==> config.mk <==
export PLATFORM = sky130hd
export DESIGN_NAME = neander_x2_control
export DESIGN_NICKNAME = d
export VERILOG_FILES = /design/src/rtl/neander_x2_control.sv
export SDC_FILE = /design/constraint.sdc
export NUM_CORES = 1
export LEC_CHECK = 0
export ABC_AREA = 0
export BUFFER_PORTS_ARGS = -buffer_cell sky130_fd_sc_hd__buf_2
export CORE_MARGIN = 2
export CORE_UTILIZATION = 51
export CTS_BUF_LIST = sky130_fd_sc_hd__clkbuf_4 sky130_fd_sc_hd__clkbuf_8
export DETAILED_ROUTE_END_ITERATION = 10
export PLACE_DENSITY = 0.84
export SLEW_MARGIN = 15
export SYNTH_ARGS = -nofsm -noshare
export SYNTH_HDL_FRONTEND = slang
export SYNTH_SLANG_ARGS = --single-unit
export TNS_END_PERCENT = 5
==> constraint.sdc <==
create_clock -name clk -period 1.45 [get_ports clk]
set_input_delay 0.2175 -clock clk [delete_from_list [all_inputs] [get_ports clk]]
set_output_delay 0.2175 -clock clk [all_outputs]
set_load 0.005 [all_outputs]
==> src/rtl/neander_x2_control.sv <==
// NEANDER-X second-generation control FSM: byte-wise operand fetch for 8/16-bit
// addresses, mem_ready handshake on every memory access, halt/resume, NOP/illegal ops.
module neander_x2_control #(
    parameter  int ADDR_W = 8,
    localparam int OPB    = ADDR_W / 8,
    localparam int BYTE_W = (OPB > 1) ? $clog2(OPB) : 1
) (
    input  logic              clk,
    input  logic              reset,
    input  logic [3:0]        opcode,
    input  logic              flagN,
    input  logic              flagZ,
    input  logic              mem_ready,
    input  logic              resume,
    output logic              mem_read,
    output logic              mem_write,
    output logic              pc_inc,
    output logic              pc_load,
    output logic              ri_load,
    output logic              rem_load,
    output logic              rdm_load,
    output logic              ac_load,
    output logic              nz_load,
    output logic              io_write,
    output logic              addr_sel_pc,
    output logic [BYTE_W-1:0] rdm_byte,
    output logic [1:0]        alu_op,
    output logic [1:0]        ac_src,
    output logic              halted,
    output logic              illegal_op
);

    if (ADDR_W != 8 && ADDR_W != 16) begin : g_bad_addr_w
        $error("neander_x2_control: ADDR_W must be 8 or 16");
    end

    localparam logic [3:0] OP_STA = 4'h1;
    localparam logic [3:0] OP_LDA = 4'h2;
    localparam logic [3:0] OP_ADD = 4'h3;
    localparam logic [3:0] OP_OR  = 4'h4;
    localparam logic [3:0] OP_AND = 4'h5;
    localparam logic [3:0] OP_JMP = 4'h8;
    localparam logic [3:0] OP_JN  = 4'h9;
    localparam logic [3:0] OP_JZ  = 4'hA;
    localparam logic [3:0] OP_JNZ = 4'hB;
    localparam logic [3:0] OP_IN  = 4'hC;
    localparam logic [3:0] OP_LDI = 4'hE;
    localparam logic [BYTE_W-1:0] LAST_BYTE = BYTE_W'(OPB - 1);

    typedef enum logic [3:0] {
        S_F1, S_F2, S_F3, S_DEC, S_OA, S_OB, S_E1, S_E2,
        S_J, S_NT, S_IA, S_IB, S_IX, S_OX, S_HALT, S_ILL
    } state_t;

    state_t            state_q, state_d;
    logic [BYTE_W-1:0] cnt_q, cnt_d;

    // NOTE: sequential state uses non-blocking assignments so every flop samples
    // the pre-edge values regardless of statement order.
    always_ff @(posedge clk) begin
        if (reset) begin
            state_q <= S_F1;
            cnt_q   <= '0;
        end else begin
            state_q <= state_d;
            cnt_q   <= cnt_d;
        end
    end

    always_comb begin
        // NOTE: every output and next-state signal gets a default first so no
        // path through the case below can infer a latch.
        state_d     = state_q;
        cnt_d       = cnt_q;
        mem_read    = 1'b0;
        mem_write   = 1'b0;
        pc_inc      = 1'b0;
        pc_load     = 1'b0;
        ri_load     = 1'b0;
        rem_load    = 1'b0;
        rdm_load    = 1'b0;
        ac_load     = 1'b0;
        nz_load     = 1'b0;
        io_write    = 1'b0;
        addr_sel_pc = 1'b1;
        rdm_byte    = '0;
        alu_op      = 2'b00;
        ac_src      = 2'b00;
        halted      = 1'b0;
        illegal_op  = 1'b0;

        // Reset forces all outputs to defaults, aborting any pending access.
        if (!reset) begin
            unique case (state_q)
                S_F1: begin
                    rem_load = 1'b1;
                    mem_read = 1'b1;
                    state_d  = S_F2;
                end
                S_F2: begin
                    mem_read = 1'b1;
                    if (mem_ready) begin
                        rdm_load = 1'b1;
                        state_d  = S_F3;
                    end
                end
                S_F3: begin
                    ri_load = 1'b1;
                    pc_inc  = 1'b1;
                    state_d = S_DEC;
                end
                S_DEC: begin
                    unique case (opcode)
                        4'h0:                                   state_d = S_F1;
                        4'h1, 4'h2, 4'h3, 4'h4, 4'h5,
                        4'h8, 4'h9, 4'hA, 4'hB:                 state_d = S_OA;
                        4'h6:                                   state_d = S_NT;
                        4'h7:                                   state_d = S_ILL;
                        4'hC, 4'hD, 4'hE:                       state_d = S_IA;
                        default:                                state_d = S_HALT;
                    endcase
                end
                S_OA: begin
                    rem_load = 1'b1;
                    mem_read = 1'b1;
                    state_d  = S_OB;
                end
                S_OB: begin
                    mem_read = 1'b1;
                    if (mem_ready) begin
                        rdm_load = 1'b1;
                        rdm_byte = cnt_q;
                        pc_inc   = 1'b1;
                        if (cnt_q == LAST_BYTE) begin
                            cnt_d   = '0;
                            state_d = opcode[3] ? S_J : S_E1;
                        end else begin
                            cnt_d   = cnt_q + 1'b1;
                            state_d = S_OA;
                        end
                    end
                end
                S_E1: begin
                    addr_sel_pc = 1'b0;
                    rem_load    = 1'b1;
                    mem_read    = (opcode != OP_STA);
                    state_d     = S_E2;
                end
                S_E2: begin
                    mem_write = (opcode == OP_STA);
                    mem_read  = (opcode != OP_STA);
                    if (mem_ready) begin
                        state_d = S_F1;
                        if (opcode != OP_STA) begin
                            ac_load = 1'b1;
                            nz_load = 1'b1;
                            ac_src  = (opcode == OP_LDA) ? 2'b01 : 2'b00;
                            alu_op  = (opcode == OP_AND) ? 2'b01 :
                                      (opcode == OP_OR)  ? 2'b10 : 2'b00;
                        end
                    end
                end
                S_J: begin
                    pc_load = (opcode == OP_JMP) || ((opcode == OP_JN) && flagN) ||
                              ((opcode == OP_JZ) && flagZ) || ((opcode == OP_JNZ) && !flagZ);
                    state_d = S_F1;
                end
                S_NT: begin
                    ac_load = 1'b1;
                    nz_load = 1'b1;
                    alu_op  = 2'b11;
                    state_d = S_F1;
                end
                S_IA: begin
                    rem_load = 1'b1;
                    mem_read = 1'b1;
                    state_d  = S_IB;
                end
                S_IB: begin
                    mem_read = 1'b1;
                    if (mem_ready) begin
                        pc_inc = 1'b1;
                        if (opcode == OP_LDI) begin
                            ac_load = 1'b1;
                            nz_load = 1'b1;
                            ac_src  = 2'b01;
                            state_d = S_F1;
                        end else begin
                            rdm_load = 1'b1;
                            state_d  = (opcode == OP_IN) ? S_IX : S_OX;
                        end
                    end
                end
                S_IX: begin
                    ac_load = 1'b1;
                    nz_load = 1'b1;
                    ac_src  = 2'b10;
                    state_d = S_F1;
                end
                S_OX: begin
                    io_write = 1'b1;
                    state_d  = S_F1;
                end
                S_HALT: begin
                    halted = 1'b1;
                    if (resume) state_d = S_F1;
                end
                S_ILL: begin
                    illegal_op = 1'b1;
                    state_d    = S_F1;
                end
                default: state_d = S_F1;
            endcase
        end
    end

endmodule

After elaboration in Yosys (flattened, before gate mapping)

Memory sizes are Yosys's and may differ from the RTL's.
Cells that the tools add are included.

Memories: 1
Bits in read-only memories: 64
Output and inout bits: 18
Register bits: 5
Logic and storage cells: 110
Bits in latches: 0
Bits in writable memories: 0
Input port bits: 10

Equality and inequality tests: 31
$lt $le $gt $ge: 0
Mux-type cells: 58
Bitwise gates (word level): 0
Div/mod/pow operators: 0
Shift-type cells: 0
$add $sub $neg: 1
Multiply operators: 0
Reductions and logical operators: 17

Memory list:

| memory           | words | width | rd ports | clocked after Yosys merged registers in | write ports | line | RTL |
|---|---|---|---|---|---|---|---|
| (name not given) | 16    | 4     | 1        | 0                                       | 0           | 113  | `unique case (opcode)` |

Operators with widths:

| cell                  | count |
|---|---|
| $eq A4 B4 Y1 const B  | 14 |
| $pmux W4 S12          | 1 |
| $mux W1               | 37 |
| $mux W4               | 8 |
| $eq A4 B3 Y1 const B  | 6 |
| $eq A4 B2 Y1 const B  | 3 |
| $mux W2               | 6 |
| $ne A2 B2 Y1 const B  | 5 |
| $eq A4 B1 Y1 const B  | 2 |
| $reduce_or A2 Y1      | 4 |
| $pmux W1 S2           | 3 |
| $pmux W2 S3           | 1 |
| $reduce_or A6 Y1      | 1 |
| $reduce_and A5 Y1     | 1 |
| $reduce_or A5 Y1      | 1 |
| $logic_not A4 Y1      | 1 |
| $ne A4 B1 Y1 const B  | 1 |
| $pmux W2 S2           | 1 |
| $reduce_or A4 Y1      | 1 |
| $logic_and A1 B1 Y1   | 3 |
| $logic_or A1 B1 Y1    | 3 |
| $pmux W1 S3           | 1 |
| $reduce_and A2 Y1     | 1 |
| $add A1 B1 Y1 const B | 1 |
| $logic_not A1 Y1      | 1 |

Logic depth before layout (Yosys ltp)

Gate-level depths: netlist (run 1).

Word-level depth: 7
Mapped depth: 6
Depth with buffers taken out: 5

Least setup slack after synthesis (run 1)

No wires, ideal clock.

Path type: reg2out
Start: reg state_q[3]
End: out nz_load
Setup slack: -0.008 ns
Required time: 1.233 ns
Stages on the path, launching flop included: 6
Arrival time: 1.240 ns
Path through: dfxtp_1 > clkbuf_8 > inv_1 > a211o_1 > a31oi_1 > buf_4

Cells in the longest elaborated chain, start to end: 4

RTL lines:

| item                       | line | RTL |
|---|---|---|
| start: declaration         | 55   | `state_t state_q, state_d;` |
| start signal: assignment   | 65   | `state_q <= state_d;` |
| $eq A4 B4 Y1               | --   |  |
| $reduce_or A2 Y1 (no line) | --   |  |
| $pmux W1 S3 *              | --   |  |
| $mux W1 *                  | --   |  |
| end: declaration           | 23   | `output logic nz_load,` |

Every way passes the cells marked *; elsewhere a longest branch is shown, timed or not.

Worst setup path in the final report (run 1)

Start: reg state_q[2]
End: out ac_load

Cells in the longest elaborated chain, start to end: 4

RTL lines:

| item                       | line | RTL |
|---|---|---|
| $eq A4 B4 Y1               | 94   | `unique case (state_q)` |
| $reduce_or A2 Y1 (no line) | --   |  |
| $pmux W1 S3 *              | 94   |  |
| $mux W1 *                  | 93   | `if (!reset) begin` |
| end: declaration           | 22   | `output logic ac_load,` |

Marked as above.

==> run metrics, run 1 <==
row cnt=14; crit start category=register; DP HPWL=1.872 mm; ANT nets after route=0; total power=~480 uW; Reg2Reg Capture Point=state_q[1]; RSZ-0062 raised after global routing=yes; final hold vios=0; cell count of the worst reg-to-reg path=7; top flop regs=state_q: 4 flops; Slowest-stage cell, CP=dfxtp_4; Die W=43.28 um; Fin Hold WS=276.8 ps; synthesized flop and latch total=4; drt drc=0; min-delay src=reset; die area=1873 um^2; Chip Height=43.28 um; Root Buffer=clkbuf_4; vias in the first global route=948; initial drt markers=44; Longest Clk Path Bufs=2; CP startpoint=state_q[2]; # port buffers=26; starting density of the core=a little over half; n_diodes=0; worst reg-to-reg setup slack=60 ps; Nets=169; outcome=complete, but fails checks; fmax=0.5731 GHz; Vias=~1100; drt pass-1 iters=4; Mapped Cells=118; clk_skew=8.610 ps; worst setup margin=-294.9 ps; Largest Register=state_q; gpl congestion=between 0.9 and 1; pwr dens=a little over 400 nW/um^2; CP Data Required Time=1230 ps; cts hold-fix bufs=0; Core ar.=1471 um^2; main flop type after synthesis=dfxtp_1; Clk Latency, worst-skew pair=240 ps; minimum clock period=1745 ps; max reg flops=4; routed length per instance=15.98 um; GRT Total Usage=between 20% and 30%; final WL=2.764 mm; EDFF count, synth=0; via/cell ratio=6.249; max_cap viols=0; fin crit share=120.3%; commonest non-fill, non-tap cell in the layout=buf_2; largest net degree at the start of global routing=12; initial antenna violation count=0; Post-synth ARST share=0%; average cell area after synthesis=around 6.7 um^2; commonest cells after routing, fill and taps aside=buf_2 (26), buf_4 (19), nor2_1 (11), a21oi_1 (10), nand2_1 (9); TritonCTS Sinks=4; CP Capture Point=ac_load; RR Startpoint=state_q[2]; Synth Net Count=128; H-Tree Depth=1; worst-path fanout max=6; first-pass GRT wire length=4.084 mm; post-synth top area cell=dfxtp_1; final setup vio count=15; TritonCTS buffer count=3; Cell variety after synth=46; critical path class=reg2out; Pins Over Slew Limit=0; Min-Delay Path Class=in2reg; Synth top area share=10.17%; Pleak=0.5152 nW; GRT overflow=0; I/O pins=28; Seq/Total Area, Yosys=10.17%; CP Capture Type=output port; hold path depth=2; synth top area cells=dfxtp_1 (10%), a21oi_1 (6.4%), nand2_1 (6.2%); failing checks=setup timing; WP data arrival=~1500 ps; CTS tree=done; synth-to-layout area growth=48.17%; Worst VDD drop=about 0.48 mV; Synth warnings=0; Reg clk slew, reported paths=approximately 40 ps; Post-Syn Area=787.0 um^2; slowest cell delay on critical path=approximately 380 ps; Cell Chain, Critical Path=buf_6 -> nand2b_4 -> a211o_1 -> a31oi_2 -> buf_2; share of cells above drive strength 1=50.96%
-- logic make-up (layout without fill, tap and decap cells) --
kind of cell              after synthesis  after routing  synth area share [%]
AOI/OAI and AO/OA                      33             33                 29.57
xor gates and xnor gates                2              2                 2.226
buffers and inverters                  17             56                 14.63
DFF                                     4              4                 10.18
other                                   1              1                0.4765
and+or+nand+nor                        61             61                 42.93
-- how the worst min path moves through the flow --
stage / end / slack, ps
floorplan: state_q[1] / 400
global placement: state_q[0] / 500
detailed placement: state_q[0] / 520
CTS: state_q[0] / 270
global route: state_q[0] / 270
finish: state_q[0] / 280
-- layer usage --
metal  vias to the layer above  wire length (um)  track usage (%)
li1                        506                 -                -
met1                       497              1122            36.25
met2                        65              1362            51.04
met3                        13               189                0
met4                         0                89            6.667
met5                         -                 0                0
-- through the flow --
step / TNS, ps / util (%) / instances / area (um^2) / worst slack, ps
floorplan: 0 / - / 118 / 793.3 / 10.08
global placement: -12.10 / 68.54 / 169 / 1008 / -12.10
detailed placement: -71.29 / 68.54 / 169 / 1008 / -53.76
CTS: -951.3 / 74.83 / 172 / 1101 / -126.7
global route: -3438 / 79.25 / 173 / 1166 / -362.3
finish: -2360 / 79.25 / 173 / 1166 / -294.9
-- report_power, final --
group | internal (mW) | total, mW | switching [mW]
Clock | 0.0927 | 0.140 | 0.0476
Sequential | 0.111 | 0.126 | 0.0145
Combinational | 0.0969 | 0.210 | 0.113
-- cells in the mapped netlist, types with 2 or more instances --
cell       number
nand2_1        13
o22ai_1         2
clkbuf_1        2
buf_2           3
buf_4           3
clkbuf_8        2
a21oi_1        10
o2bb2ai_1       2
nand2b_1        6
inv_1           4
nand4_1         3
nand3_1         7
nor2_1         12
nand2b_2        2
buf_6           2
o21ai_0         4
a31oi_1         3
nor3_1          5
dfxtp_1         4
a211oi_1        3
-- worst max-delay path: cells and delay by family, from the launching register on --
kind | cells | cell delay (ps)
AND/OR/NAND/NOR | 1 | 50
flip-flops | 1 | 380
AO/OA/AOI/OAI | 2 | 540
buffers and inverters | 2 | 310
-- repair_timing --
item	in CTS	in global routing
gates resized for setup	21	13
setup endpoints to repair	17	17
setup buffers	0	1
pin swaps	10	7
-- area by class of cell --
cell class	instances	area [um^2]
Clock buffer	3	22.52
Sequential cell	4	95.09
Tap cell	16	20.02
Inverter	4	15.01
Multi-Input combinational cell	97	691.9
Fill cell	108	305.3
Timing Repair Buffer	49	321.6
(Power assumes the default switching activity.)
==> run 2, diff against run 1 <==
--- a/config.mk
+++ b/config.mk
@@ -9,8 +9,8 @@
 export BUFFER_PORTS_ARGS = -buffer_cell sky130_fd_sc_hd__buf_2
 export CORE_MARGIN = 2
-export CORE_UTILIZATION = 51
+export CORE_UTILIZATION = 47
 export CTS_BUF_LIST = sky130_fd_sc_hd__clkbuf_4 sky130_fd_sc_hd__clkbuf_8
 export DETAILED_ROUTE_END_ITERATION = 10
-export PLACE_DENSITY = 0.84
+export PLACE_DENSITY = 0.78
 export SLEW_MARGIN = 15
 export SYNTH_ARGS = -nofsm -noshare
==> constraint.sdc (replaced) <==
create_clock -name clk -period 1.45 [get_ports clk]
set_input_delay 0.29 -clock clk [delete_from_list [all_inputs] [get_ports clk]]
set_output_delay 0.29 -clock clk [all_outputs]
set_load 0.005 [all_outputs]
==> run metrics, run 2 (synthesis results as in run 1) <==
share of cells above drive strength 1=55.83% (+4.9 points); crit start category=register; commonest cells after routing, fill and taps aside=buf_4 (28), buf_2 (26), nand2_1 (11), a21oi_1 (9), nor2_1 (7); outcome=complete, but fails checks; Largest Register=state_q; Worst VDD drop=0.4358 mV (-8.8%); Longest Clk Path Bufs=2 (unchanged); commonest non-fill, non-tap cell in the layout=buf_4; # port buffers=26 (unchanged); max_cap viols=0 (unchanged); worst-path fanout max=6 (unchanged); gpl congestion=0.9300 (+0.80%); Pins Over Slew Limit=0 (unchanged); CP Capture Type=output port; Root Buffer=clkbuf_4; DP HPWL=2.036 mm (+8.7%); final setup vio count=16 (+1); Placement Setup Slack=-89.61 ps (-35.84 ps); Core ar.=1541 um^2 (+4.8%); # Post-CTS Setup Buffers=0 (unchanged); TritonCTS buffer count=3 (unchanged); fin crit share=119.2% (-1.2 points); I/O pins=28 (unchanged); first-pass GRT wire length=4.181 mm (+2.4%); H-Tree Depth=1 (unchanged); row cnt=14 (unchanged); top flop regs=state_q: 4 flops; pwr dens=418.7 nW/um^2 (+2.5%); TritonCTS Sinks=4 (unchanged); Chip Height=44.92 um (+3.8%); clk_skew=0.9603 ps (-7.649 ps); n_diodes=0 (unchanged); Clk Latency, worst-skew pair=240 ps (about the same); drt drc=0 (unchanged); drt pass-1 iters=4 (unchanged); CTS tree=done; failing checks=setup timing; max reg flops=4 (unchanged); synth-to-layout area growth=53.26%; final hold vios=0 (unchanged); Die W=44.92 um (+3.8%); CP Data Required Time=1160 ps (-70 ps); minimum clock period=1728 ps (-16.70 ps); largest net degree at the start of global routing=10 (-2); worst setup margin=-278.2 ps (+16.70 ps); final WL=2.772 mm (+0.29%); Vias=1086 (+0.46%); Min-Delay Path Class=in2reg; critical path class=reg2out; initial drt markers=46 (+4.5%); Nets=175 (+3.6%); via/cell ratio=6.067 (-2.9%); Cell Chain, Critical Path=nand2b_1 -> nor3_1 -> nand2_1 -> a211oi_2 -> buf_2; fmax=0.5786 GHz (+0.97%); GRT overflow=0 (unchanged); slowest cell delay on critical path=360 ps (-20 ps); Slowest-stage cell, CP=dfxtp_4; GRT Total Usage=27.49% (-0.50 points); routed length per instance=15.49 um (-3.1%); initial antenna violation count=0 (unchanged); ANT nets after route=0 (unchanged); Reg clk slew, reported paths=40 ps (about the same); vias in the first global route=1000 (+5.5%); Pleak=0.5322 nW (+3.3%); final setup TNS=-2775 ps (-414.1 ps); RSZ-0062 raised after global routing=yes; starting density of the core=51.06% (-2.4 points); WP data arrival=1440 ps (-90 ps); die area=2018 um^2 (+7.7%)
## run 2: per-layer routing
metal / GRT usage [%] / vias up / share of wire (%)
met3: 2.800 / 5 / 8.0
met5: 0 / - / 0
li1: - / 510 / -
met1: 32.93 / 499 / 39
met4: 14.71 / 0 / 1.5
met2: 47.71 / 72 / 51
## run 2: metrics by stage
stage / util, % / std cells / cell area (um^2) / hold slack (ps) / total power [mW]
after floorplan: - / 118 / 812.0 / 469.7 / 0.2533
after global placement: 69.81 / 176 / 1076 / 503.1 / 0.3207
after detailed placement: 69.81 / 176 / 1076 / 506.3 / 0.3265
after CTS: 73.54 / 179 / 1134 / 323.5 / 0.4781
after global routing: 78.25 / 179 / 1206 / 385.2 / 0.5231
final: 78.25 / 179 / 1206 / 390.1 / 0.5051
## run 2: path summary, 6_finish.rpt
kind	from	endpoint	slack, ps	depth (start not counted)
min reg2reg	state_q[1]	state_q[1]	530	1
min	reset	state_q[0]	390	2
max	state_q[2]	ac_src[0]	-280	5
max reg2reg	state_q[0]	state_q[0]	10	6
## run 2: final cells by class
class	instances	area [um^2]
Clock buffer	3	22.52
Fill cell	114	335.3
Inverter	4	17.52
Multi-Input combinational cell	97	701.9
Sequential cell	4	92.59
Tap cell	16	20.02
Timing Repair Buffer	55	351.6
## run 2: timing repair
action | CTS | global route
pin swaps | 7 | 4
cloned | 0 | 0
hold buffers | 0 | 0
endpoints found under the setup margin | 21 | 20
resized for setup | 9 | 18
## run 2: report_power, final
part / internal, mW / total [mW] / switching (mW)
clock network: 0.0933 / 0.150 / 0.0567
registers: 0.113 / 0.123 / 0.0101
logic: 0.107 / 0.232 / 0.125
total: 0.314 / 0.505 / 0.191
## run 2: critical path: cells and delay by family, from the launching register on
| kind | cells | cell delay (ps) |
|---|---|---|
| buffers and inverters | 1 | 140 |
| AOI/OAI and AO/OA | 1 | 220 |
| and+or+nand+nor | 3 | 470 |
| DFF | 1 | 360 |
==> run 3, diff against run 2 <==
- ABC_AREA: 0 -> 1
- PLACE_DENSITY: 0.78 -> 0.79
==> run metrics, run 3 <==
Slowest-stage cell, CP=dfxtp_4; Longest Clk Path Bufs=2 (unchanged); EDFF count, synth=0 (unchanged); hold path depth=3 (+1); largest family of logic cells by synthesized area=simple AND/OR/NAND/NOR gates; via/cell ratio=5.819 (-4.1%); initial antenna violation count=0 (unchanged); drt drc=0 (unchanged); RR Startpoint=state_q[0]; critical path's top delay family=simple AND/OR/NAND/NOR gates; hold path endpoint=state_q[2]; Die W=43.33 um (-3.5%); part of the power in registers=21.8% (-2.6 points); top flop regs=state_q: 4 flops; routed length per instance=15.61 um (+0.83%); synth top area cells=nand2_1 (19%), nor2_1 (14%), dfxtp_1 (11%); outcome=complete, but fails checks; # port buffers=26 (unchanged); share of cells above drive strength 1=46.91% (-8.9 points); min-delay src=reset; worst reg-to-reg setup slack=20 ps (about the same); CP Data Required Time=1160 ps (about the same); met1 global-route usage=37.91% (+5.0 points); pwr dens=563.4 nW/um^2 (+35%); synth-to-layout area growth=63.34%; global routing usage on met2=55.22% (+7.5 points); cell count of the worst reg-to-reg path=9 (+3); Min-Delay Path Class=in2reg; CTS tree=done; total power=669.0 uW (+32%); Pleak=0.6469 nW (+22%); fmax=0.5591 GHz (-3.4%); Synth Net Count=153 (+20%); average cell area after synthesis=5.084 um^2 (-24%); failing checks=setup timing; WP data arrival=1500 ps (+60 ps); CP bufs+invs=3 (+2); busiest grt layer=met2; row cnt=14 (unchanged); Reg clk slew, reported paths=40 ps (about the same); die area=1877 um^2 (-7.0%); crit start category=register; H-Tree Depth=1 (unchanged); Fin Hold WS=455.3 ps (+65.19 ps); final WL=3.279 mm (+18%); Cell Chain, Critical Path=inv_4 -> nor2_4 -> nand2_8 -> nor2_2 -> inv_1 -> a21oi_1 -> buf_2; commonest cells after routing, fill and taps aside=nand2_1 (32), buf_2 (26), nor2_1 (25), buf_4 (25), inv_1 (16); Seq/Total Area, Yosys=11.02% (+0.84 points); n_diodes=0 (unchanged); synthesized flop and latch total=4 (unchanged); final setup vio count=14 (-2); cts hold-fix bufs=0 (unchanged); global-route met3 utilization=8.750% (+5.9 points); count leader, synth=nand2_1; vias in the first global route=1048 (+4.8%); FF+latch area=92.59 um^2 (unchanged); Worst VDD drop=0.5123 mV (+18%); critical path class=reg2out; GRT Total Usage=31.93% (+4.4 points); main flop type after synthesis=dfxtp_1; starting density of the core=49.40% (-1.7 points); gpl congestion=0.9359 (+0.63%); Mapped Cells=143 (+21%); mux share of post-synthesis cell area=0% (unchanged); CP Capture Type=output port; Final Instance Area=1187 um^2 (-1.6%); Post-synth ARST share=0% (unchanged); GRT overflow=0 (unchanged); Synth warnings=0 (unchanged); ANT nets after route=0 (unchanged); Layout Utilization=80.70% (+2.5 points); Vias=1222 (+13%); slowest cell delay on critical path=390 ps (+30 ps); RSZ-0062 raised after global routing=yes; switching part of the total=44.02% (+6.1 points); clk_skew=3.653 ps (+2.693 ps); Reg2Reg Capture Point=state_q[2]; Synth top area share=18.59% (+8.4 points); placed cell area=999.7 um^2 (-7.1%); I/O pins=28 (unchanged); final setup TNS=-2999 ps (-224.6 ps); worst setup margin=-338.6 ps (-60.47 ps); Chip Height=43.33 um (-3.5%); Pins Over Slew Limit=0 (unchanged); complex-gate fraction of the synthesized area=18.24% (-11 points); max reg flops=4 (unchanged); drt pass-1 iters=5 (+1); Post-Syn Area=726.9 um^2 (-7.6%); DP HPWL=1.924 mm (-5.5%); Cell variety after synth=24 (-48%); Nets=206 (+18%); Core ar.=1471 um^2 (-4.5%); combinational power share=57.1% (+11 points); Synth Area in Simple Gates=55.25% (+12 points); initial drt markers=89 (+93%); max_cap viols=0 (unchanged); internal power=374.5 uW (+19%); commonest non-fill, non-tap cell in the layout=nand2_1; Post-Synth XOR/XNOR Area=0% (-2.2 points); minimum clock period=1789 ps (+60.47 ps); Fill cells=105 (-7.9%); Clk Latency, worst-skew pair=240 ps (about the same); post-synth top area cell=nand2_1; Post-Synth Adder-Cell Area=0% (unchanged); Root Buffer=clkbuf_4; first-pass GRT wire length=4.609 mm (+10%); top cells by count, synth=nand2_1 (36), nor2_1 (27), inv_1 (20); largest net degree at the start of global routing=9 (-1); TritonCTS Sinks=4 (unchanged); clock share of power=21.1% (-8.6 points); Largest Register=state_q; TritonCTS buffer count=3 (unchanged); multi-input combinational cell area=615.6 um^2 (-12%); fin crit share=123.4% (+4.2 points); worst-path fanout max=5 (-1); P_sw=294.5 uW (+54%); final hold vios=0 (unchanged)
==> run 3: cell types whose count changed in the layout (fill, tap and decap cells not counted), sizes merged, moves of 2 or more <==
cell and delta:
and2b -3, nand2b -8, o22ai -2, a211oi -3, nand3 +6, nor2 +20
a21oi +3, o2bb2ai -2, nand2 +26, buf -3, nor3 -6, inv +18
a31oi -4
==> run 3: routing by layer <==
metal | routed length [um] | vias to the layer above
met3 | 323 | 27
met2 | 1550 | 109
met1 | 1231 | 533
met5 | 0 | -
li1 | - | 553
met4 | 174 | 0
==> run 3: worst max path at each step <==
stage | startpoint | to | slack (ps) | cells past startpoint
floorplan | state_q[2] | nz_load | 6 | 9
finish | state_q[3] | rdm_load | -340 | 7
CTS | state_q[3] | nz_load | -180 | 9
detailed placement | state_q[1] | nz_load | -50 | 9
global route | state_q[3] | rdm_load | -390 | 7
global placement | state_q[1] | nz_load | -30 | 9
==> run 3: through the flow <==
| step | setup slack, ps | instances |
|---|---|---|
| 2_1_floorplan | 6.051 | 143 |
| 3_3_place_gp | -26.54 | 200 |
| 3_5_place_dp | -54.60 | 200 |
| 4_1_cts | -177.0 | 209 |
| 5_1_grt | -389.7 | 210 |
| 6_report | -338.6 | 210 |
==> run 3: cells by family after synthesis <==
family / count (synthesis)
and+or+nand+nor: 89
AOI/OAI and AO/OA: 22
buffers and inverters: 27
DFF: 4
other: 1
==> run 3: tightest hold or removal path: stages <==
cell     delay (ps)
buf_2           140
buf_4           190
a21oi_2          40
==> run 3: cell type report <==
| type | instances | share of cell area (%) |
|---|---|---|
| timing repair buffer | 52 | 28.45 |
| sequential | 4 | 7.798 |
| tap | 16 | 1.686 |
| multi-input combinational | 112 | 51.84 |
| clock buffer | 3 | 1.897 |
| inverter | 23 | 8.325 |
==> run 3: power by group through the flow <==
stage	Sequential (mW)	Combinational, mW	Clock (mW)
3_3_place_gp	0.138	0.273	0
2_1_floorplan	0.136	0.164	0
4_1_cts	0.136	0.322	0.143
5_1_grt	0.146	0.411	0.152
3_5_place_dp	0.138	0.281	0
6_report	0.146	0.382	0.141
==> run 3: repair_timing <==
action                                  in CTS  in global routing
hold endpoints to repair                     0                  0
gates resized for setup                     20                 12
pin swaps                                    4                  3
buffers inserted                             6                  1
gates cloned                                 0                  0
endpoints found under the setup margin      14                 19
